<file path="config.mk">
export PLATFORM = sky130hd
export DESIGN_NAME = serial_subtractor
export DESIGN_NICKNAME = d
export VERILOG_FILES = /design/src/rtl/serial_subtractor.sv
export SDC_FILE = /design/constraint.sdc
export NUM_CORES = 1
export LEC_CHECK = 0
export CORE_ASPECT_RATIO = 1.25
export CORE_MARGIN = 2
export CORE_UTILIZATION = 25
export CTS_BUF_LIST = sky130_fd_sc_hd__clkbuf_2 sky130_fd_sc_hd__clkbuf_4 sky130_fd_sc_hd__clkbuf_8
export CTS_CLUSTER_SIZE = 8
export DETAILED_ROUTE_END_ITERATION = 8
export GPL_TIMING_DRIVEN = 0
export PLACE_DENSITY_LB_ADDON = 0.05
export RECOVER_POWER = 25
export SYNTH_ARGS = -nofsm -noshare
export SYNTH_HDL_FRONTEND = slang
export SYNTH_SLANG_ARGS = --single-unit
</file>
<file path="constraint.sdc">
create_clock -name clk -period 1.55 [get_ports clk]
set_input_delay 0.155 -clock clk [delete_from_list [all_inputs] [get_ports clk]]
set_output_delay 0.155 -clock clk [all_outputs]
set_load 0.01 [all_outputs]
</file>
<file path="src/rtl/serial_subtractor.sv">
// ============================================================================
// serial_subtractor
// Bit-serial unsigned subtractor: d = a - b - bin, one bit per clock, LSB first.
// Rev 1.0
// ============================================================================
`default_nettype none
`timescale 1ns/1ps

module serial_subtractor #(
    parameter int WIDTH = 8
) (
    input  logic             clk,
    input  logic             rst_n,
    input  logic             in_valid,
    output logic             in_ready,
    input  logic [WIDTH-1:0] a,
    input  logic [WIDTH-1:0] b,
    input  logic             bin,
    output logic             out_valid,
    input  logic             out_ready,
    output logic [WIDTH-1:0] d,
    output logic             bout
);

    localparam int            CW   = (WIDTH > 1) ? $clog2(WIDTH) : 1;
    localparam logic [CW-1:0] LAST = CW'(WIDTH - 1);

    typedef enum logic [1:0] {
        IDLE = 2'd0,
        RUN  = 2'd1,
        DONE = 2'd2
    } state_t;

    state_t           state_q, state_d;
    logic [WIDTH-1:0] a_sh_q, a_sh_d;
    logic [WIDTH-1:0] b_sh_q, b_sh_d;
    logic [WIDTH-1:0] res_q, res_d;
    logic [WIDTH-1:0] d_q, d_d;
    logic [CW-1:0]    cnt_q, cnt_d;
    logic             br_q, br_d;
    logic             in_ready_q, in_ready_d;
    logic             out_valid_q, out_valid_d;
    logic             bout_q, bout_d;

    logic             ai, bi, di, br_next;
    logic [WIDTH-1:0] res_shifted;

    assign ai      = a_sh_q[0];
    assign bi      = b_sh_q[0];
    assign di      = ai ^ bi ^ br_q;
    assign br_next = (~ai & bi) | (~(ai ^ bi) & br_q);

    // New difference bit enters at the MSB so the word is aligned after WIDTH shifts.
    generate
        if (WIDTH == 1) begin : g_single
            assign res_shifted = di;
        end else begin : g_multi
            assign res_shifted = {di, res_q[WIDTH-1:1]};
        end
    endgenerate

    always_comb begin
        state_d     = state_q;
        a_sh_d      = a_sh_q;
        b_sh_d      = b_sh_q;
        res_d       = res_q;
        d_d         = d_q;
        cnt_d       = cnt_q;
        br_d        = br_q;
        in_ready_d  = in_ready_q;
        out_valid_d = out_valid_q;
        bout_d      = bout_q;

        case (state_q)
            IDLE: begin
                in_ready_d = 1'b1;
                if (in_valid && in_ready_q) begin
                    a_sh_d     = a;
                    b_sh_d     = b;
                    br_d       = bin;
                    cnt_d      = '0;
                    res_d      = '0;
                    in_ready_d = 1'b0;
                    state_d    = RUN;
                end
            end
            RUN: begin
                a_sh_d = a_sh_q >> 1;
                b_sh_d = b_sh_q >> 1;
                res_d  = res_shifted;
                br_d   = br_next;
                cnt_d  = cnt_q + CW'(1);
                if (cnt_q == LAST) begin
                    d_d         = res_shifted;
                    bout_d      = br_next;
                    out_valid_d = 1'b1;
                    cnt_d       = '0;
                    state_d     = DONE;
                end
            end
            DONE: begin
                if (out_ready) begin
                    out_valid_d = 1'b0;
                    in_ready_d  = 1'b1;
                    state_d     = IDLE;
                end
            end
            default: begin
                state_d = IDLE;
            end
        endcase
    end

    always_ff @(posedge clk or negedge rst_n) begin
        if (!rst_n) begin
            state_q     <= IDLE;
            a_sh_q      <= '0;
            b_sh_q      <= '0;
            res_q       <= '0;
            d_q         <= '0;
            cnt_q       <= '0;
            br_q        <= 1'b0;
            in_ready_q  <= 1'b0;
            out_valid_q <= 1'b0;
            bout_q      <= 1'b0;
        end else begin
            state_q     <= state_d;
            a_sh_q      <= a_sh_d;
            b_sh_q      <= b_sh_d;
            res_q       <= res_d;
            d_q         <= d_d;
            cnt_q       <= cnt_d;
            br_q        <= br_d;
            in_ready_q  <= in_ready_d;
            out_valid_q <= out_valid_d;
            bout_q      <= bout_d;
        end
    end

    assign in_ready  = in_ready_q;
    assign out_valid = out_valid_q;
    assign d         = d_q;
    assign bout      = bout_q;

endmodule

`default_nettype wire
</file>
==> impl_metrics.tcl, run 1 <==
set metrics [dict create \
    cts_tree "built" \
    p_leak_uw 0.001051 \
    die_x_um 79.72 \
    p_total_uw 4638 \
    die_area_mm2 0.007864 \
    drc 0 \
    rsz0062_at_grt "yes" \
    crit_chain "ha_2, ha_4, nand3b_1, buf_6, mux2_1" \
    critPathLaunchType "register" \
    drive_gt1_share_pct 16.84 \
    dpl.hpwl_mm 2.921 \
    synthAdderAreaFrac_pct 3.212 \
    finalHoldViolCount 0 \
    endpoint_kind "register" \
    synth_compound_area_share_pct 17.39 \
    r2r_slack_ns 0.02 \
    path_class "reg -> reg" \
    synthesis.area_mm2 0.001792 \
    finalCriticalPeriod_ns 1.531 \
    final_core_util_pct 34.83 \
    yosysSeqAreaShare_pct 55.87 \
    critPathMaxStageDelay_ns 0.39 \
    gp_congestion 0.6710 \
    grt_first_pass_wirelength_mm 6.920 \
    cpMaxStageDelayCell "dfrtp_1" \
    maxSlewHeadroom_pct 63.02 \
    synth_top_family_by_area "compound AO/OA/AOI/OAI gates" \
    status "completed" \
    hold_path.class "in -> async" \
    yosys.area_share.simple_pct 4.609 \
    max_freq_mhz 653.2 \
    firstDrtPassIters 4 \
    ir_drop_v 0.0006291 \
    fin_cells 286 \
    grt_remaining_overflow 0 \
    synth_fp_nets 174 \
    ys_seq_elements 40 \
    path_max_fanout 5 \
    route.final.wire_length_mm 4.146 \
    clkPwrFrac_pct 18.6 \
    cts-buffers-inserted 5 \
    clock-root-buffer "clkbuf_8" \
    start_util_pct 25.84 \
    slew_violations 0 \
    vias_per_cell 4.524 \
    setup_viol 0 \
    finalNetCount 220 \
    cp_data_arrival_time_ns 1.71 \
    syn_avg_cell_area_um2 12.02 \
    cp.buffers_inverters 1 \
    port-buffer-count 31 \
    placed_cells 271 \
    clkLatencyLatePin_ns 0.29 \
    core_area_mm2 0.006934 \
    mostFrequentLayoutCells "dfrtp_1, clkdlybuf4s50_1, o21ai_0" \
    p_seq_share_pct 37.5 \
    antenna_found_initial 0 \
    num_rows 34 \
    avgRoutedWirePerCell_um 14.50 \
    critPathRequiredTime_ns 1.73 \
    maxCapViolations 0 \
    p_comb_share_pct 43.9 \
    diodes 0 \
    yosysWarnings 0 \
    ys_types 26 \
    cts_sinks 40 \
    switchingPower_uw 1568 \
    final.period_utilization_pct 98.77 \
    grt_use_total_pct 11.57 \
    ios 32 \
    clkTransAtPathRegs_ns 0.08 \
    tightest_slew_ns 0.5548 \
    dieHeight_um 98.65 \
    synthMuxAreaShare_pct 13.48 \
    drtIter0Drc 38 \
    p_int_uw 3069 \
    path_delay_family "flip-flops" \
    power_density_mw_per_mm2 1921 \
    cts.path.max_buffers 2 \
    syn-instance-count 149 \
    grt_pass1_vias 1339 \
    syn_to_final_growth_pct 34.78 \
    synth-xor-area-share_pct 0 \
    final_common_cell "dfrtp_1" \
    grt_max_degree 24 \
    ant_nets 0 \
    switching_share_pct 33.82 \
    cts.htree.levels 2 \
    vias 1294 \
    skew_ns 0.005111 \
]
-- synthesized netlist by cell type --
cell type | number | share of area [%]
dfrtp_1 | 40 | 56
o21ai_0 | 21 | 5.9
o21ai_1 | 15 | 4.2
mux2i_1 | 14 | 7.8
a22o_1 | 9 | 4.4
mux2_1 | 7 | 4.4
a21oi_1 | 5 | 1.4
buf_6 | 4 | 2.5
nand2_1 | 4 | 0.84
buf_2 | 3 | 0.84
clkbuf_1 | 3 | 0.63
ha_1 | 3 | 2.1
inv_1 | 3 | 0.63
and4b_1 | 2 | 1.1
buf_4 | 2 | 0.84
mux2_2 | 2 | 1.3
nand2b_1 | 2 | 0.70
nor2_1 | 2 | 0.42
a21oi_2 | 1 | 0.49
fa_1 | 1 | 1.1
nand3b_1 | 1 | 0.42
nor2b_1 | 1 | 0.35
nor3b_1 | 1 | 0.42
o22a_1 | 1 | 0.49
o32a_1 | 1 | 0.56
or2_1 | 1 | 0.35
-- final timing paths --
kind | startpoint | depth (start not counted) | endpoint
hold / removal | rst_n | 2 | b_sh_q[5]$_DFFE_PN0P_
min in group clk | out_ready | 2 | state_q[1]$_DFFE_PN0P_
setup reg to reg | cnt_q[1]$_DFFE_PN0P_ | 5 | d[4]$_DFFE_PN0P_
hold reg to reg | bout$_DFFE_PN0P_ | 2 | bout$_DFFE_PN0P_
setup / recovery | cnt_q[1]$_DFFE_PN0P_ | 5 | d[4]$_DFFE_PN0P_
max in group asynchronous | rst_n | 3 | state_q[1]$_DFFE_PN0P_
-- layout make-up --
cell class	count	area (um^2)
plain buffers	12	93.84
clock buffers	6	76.32
clock inverters	2	35.03
fillers	707	4519
inverters	3	11.26
multi-input cells	94	715.7
flip-flops and latches	40	1001
well taps	90	112.6
repair buffers	39	369.1
-- power groups by stage --
stage	clock, uW	combinational, uW	sequential (uW)
final	861	2040	1740
after CTS	898	2000	1740
after global placement	0	1890	1750
after floorplan	0	1280	1740
after detailed placement	0	1950	1760
after global routing	960	2270	1800
-- timing repair --
action,CTS,global route
gates resized for setup,6,5
endpoints found under the hold margin,17,0
gates cloned,1,0
endpoints found under the setup margin,7,17
hold buffers,1,0
pin swaps,0,1
buffers inserted,1,4
-- registers in the layout, indices dropped and copies added (netlist names) --
signal	count
a_sh_q	8
b_sh_q	8
bout	1
br_q	1
cnt_q	3
d	8
in_ready	1
out_valid	1
res_q	7
state_q	2
-- kinds of logic (layout without fill, tap and decap cells) --
group / after synthesis / count (layout)
buf+inv: 15 / 62
flops: 40 / 40
mux: 23 / 23
compound gates: 53 / 53
simple gates: 14 / 14
fa+ha+maj: 4 / 4
-- routing by layer --
| metal | global-route usage (%) | vias up | share of wire, % |
|---|---|---|---|
| met5 | 0 | - | 0 |
| met4 | 4.775 | 0 | 1.7 |
| met3 | 2.930 | 6 | 3.8 |
| met2 | 18.23 | 32 | 48 |
| met1 | 15.05 | 624 | 46 |
| li1 | - | 632 | - |
-- through the flow --
step / worst slack (ns) / instance area (um^2) / setup TNS, ns / hold WS, ns
5_1_grt: -0.03189 / 2415 / -0.1149 / 0.3756
4_1_cts: 0.004031 / 2389 / 0 / 0.3590
2_1_floorplan: 0.04132 / 1792 / 0 / -0.1406
3_3_place_gp: -0.7883 / 2215 / -33.86 / 0.4735
3_5_place_dp: -0.1464 / 2237 / -3.463 / 0.1491
6_report: 0.01902 / 2415 / 0 / 0.3410
No activity file was read; power rests on OpenSTA's default activity.
==> inputs of run 2 (changes only) <==
--- a/config.mk
+++ b/config.mk
@@ -14,6 +14,7 @@
 export GPL_TIMING_DRIVEN = 0
 export PLACE_DENSITY_LB_ADDON = 0.05
 export RECOVER_POWER = 25
+export SKIP_LAST_GASP = 1
 export SYNTH_ARGS = -nofsm -noshare
 export SYNTH_HDL_FRONTEND = slang
 export SYNTH_SLANG_ARGS = --single-unit
==> results of run 2 <==
Same layout as run 1: the final DEF is identical, and so are final timing and power.
==> inputs of run 3 (changes only) <==
--- a/config.mk
+++ b/config.mk
@@ -6,11 +6,12 @@
 export NUM_CORES = 1
 export LEC_CHECK = 0
 export CORE_ASPECT_RATIO = 1.25
-export CORE_MARGIN = 2
+export CORE_MARGIN = 10
 export CORE_UTILIZATION = 25
 export CTS_BUF_LIST = sky130_fd_sc_hd__clkbuf_2 sky130_fd_sc_hd__clkbuf_4 sky130_fd_sc_hd__clkbuf_8
 export CTS_CLUSTER_SIZE = 8
 export DETAILED_ROUTE_END_ITERATION = 8
+export GPL_ROUTABILITY_DRIVEN = 0
 export GPL_TIMING_DRIVEN = 0
 export PLACE_DENSITY_LB_ADDON = 0.05
 export RECOVER_POWER = 25
==> run 3 against run 2 <==
Maximum frequency grew 0.76%; first-iteration DRC count grew 100%; wire length grew 8.6%; critical path type unchanged; largest cell class unchanged.
==> impl_metrics.tcl, run 3 (synthesis gave the netlist of run 1 again) <==
set metrics [dict create \
    cts.htree.levels 2 \
    p_int_uw 3141 \
    rsz0062_at_grt "yes" \
    drive_gt1_share_pct 15.46 \
    crit_top_cell "ha_4" \
    ios 32 \
    gr-max-usage-layer "met2" \
    ff2ff_path_depth 5 \
    clkLatencyLatePin_ns 0.29 \
    drc 0 \
    critPathRequiredTime_ns 1.72 \
    port-buffer-count 31 \
    diodes 0 \
    cp_data_arrival_time_ns 1.69 \
    path_delay_family "flip-flops" \
    firstDrtPassIters 4 \
    preCtsSetupSlack_ns -0.1276 \
    dpl.hpwl_mm 3.197 \
    grt_util_met2_pct 14.16 \
    die_x_um 95.72 \
    p_comb_share_pct 43.1 \
    maxSlewHeadroom_pct 63.14 \
    ir_drop_v 0.0007807 \
    finalHoldViolCount 0 \
    num_rows 34 \
    clkPwrFrac_pct 19.6 \
    final_common_cell "dfrtp_1" \
    critPathLaunchType "register" \
    route.final.wire_length_mm 4.502 \
    path_class "reg -> reg" \
    ant_nets 0 \
    grt_remaining_overflow 0 \
    grt_use_total_pct 9.023 \
    clock-root-buffer "clkbuf_8" \
    max_freq_mhz 658.2 \
    die_area_mm2 0.01097 \
    grt_max_degree 32 \
    dieHeight_um 114.7 \
    final.period_utilization_pct 98.02 \
    slew_violations 0 \
    worst_r2r_endpoint "d[6]$_DFFE_PN0P_" \
    maxCapViolations 0 \
    switching_share_pct 33.59 \
    grt_pass1_vias 1420 \
    r2r_start "cnt_q[0]$_DFFE_PN0P_" \
    status "completed" \
    grt.met1_usage_pct 10.97 \
    p_leak_uw 0.001047 \
    path_max_fanout 5 \
    cts.path.max_buffers 2 \
    crit_chain "ha_4, ha_4, nand3b_1, buf_6, mux2_1" \
    endpoint_kind "register" \
    core_area_mm2 0.006977 \
    vias_per_cell 4.574 \
    antenna_found_initial 0 \
    avgRoutedWirePerCell_um 15.85 \
    fin_ws_ns 0.03063 \
    hold_path.class "in -> async" \
    cts_sinks 40 \
    skew_ns 0.007812 \
    start_util_pct 25.68 \
    p_seq_share_pct 37.2 \
    syn_to_final_growth_pct 35.41 \
    p_total_uw 4730 \
    vias 1299 \
    met3_usage_pct 3.543 \
    cpMaxStageDelayCell "dfrtp_1" \
    cts_tree "built" \
    finalCriticalPeriod_ns 1.519 \
    mostFrequentLayoutCells "dfrtp_1, clkdlybuf4s50_1, o21ai_0" \
    drtIter0Drc 77 \
    cts-buffers-inserted 5 \
    finalNetCount 218 \
    switchingPower_uw 1589 \
    r2r_slack_ns 0.03 \
    critPathMaxStageDelay_ns 0.42 \
    setup_viol 0 \
    cp.buffers_inverters 1 \
    grt_first_pass_wirelength_mm 7.672 \
    fillers 722 \
    power_density_mw_per_mm2 1950 \
    tightest_slew_ns 0.5530 \
    clkTransAtPathRegs_ns 0.08 \
]
==> run 3: cell types whose count changed in the layout (fill, tap and decap cells not counted), sizes merged <==
cell    before  now
buf         15   13
clkinv       1    0
clkbuf      11   12
==> run 3: final cells by class <==
class,instances,area [um^2],area share [%]
clock buffers,7,96.34,3.971
multi-input cells,94,725.7,29.91
repair buffers,37,355.3,14.65
flip-flops and latches,40,1001,41.26
clock inverters,1,30.03,1.238
inverters,3,11.26,0.4642
plain buffers,12,93.84,3.868
well taps,90,112.6,4.642
==> run 3: layer usage <==
layer,wire length [um],up-vias
met3,281,4
li1,-,622
met1,1979,642
met4,43,0
met5,0,-
met2,2197,31
==> run 3: worst max-delay path by stage <==
stage	to	cells after the start	start
after CTS	d[6]$_DFFE_PN0P_	5	cnt_q[0]$_DFFE_PN0P_
final	d[6]$_DFFE_PN0P_	5	cnt_q[0]$_DFFE_PN0P_
after detailed placement	d[6]$_DFFE_PN0P_	5	cnt_q[0]$_DFFE_PN0P_
after floorplan	d[0]$_DFFE_PN0P_	5	cnt_q[0]$_DFFE_PN0P_
after global routing	d[6]$_DFFE_PN0P_	5	cnt_q[0]$_DFFE_PN0P_
after global placement	d[3]$_DFFE_PN0P_	1	rst_n
==> run 3: timing repair <==
item,in CTS,in global routing
gates resized for setup,6,6
endpoints found under the setup margin,7,15
gates cloned,1,0
endpoints found under the hold margin,9,0
buffers inserted,2,1
hold buffers,1,0
==> run 3: worst reg2reg max path, cell delays in order (launching register included) <==
cell and delay (ns):
dfrtp_1 0.42, ha_4 0.18, ha_4 0.15, nand3b_1 0.16
buf_6 0.16, mux2_1 0.32
==> run 3: stage by stage <==
stage	cell area (um^2)	util, %	cells	setup TNS [ns]	hold WS (ns)
5_1_grt	2426	34.77	284	-0.04045	0.4039
3_3_place_gp	2215	31.74	270	-32.56	0.4798
3_5_place_dp	2230	31.96	271	-2.951	0.04614
2_1_floorplan	1792	-	149	0	-0.1406
4_1_cts	2404	34.45	283	0	0.2604
6_report	2426	34.77	284	0	0.3549
==> run 3: power by group through the flow <==
stage	combinational [uW]	clock, uW	sequential [uW]
after floorplan	1280	0	1740
after global placement	1920	0	1760
after detailed placement	1950	0	1770
after CTS	2020	972	1750
after global routing	2290	1020	1830
final	2040	929	1760
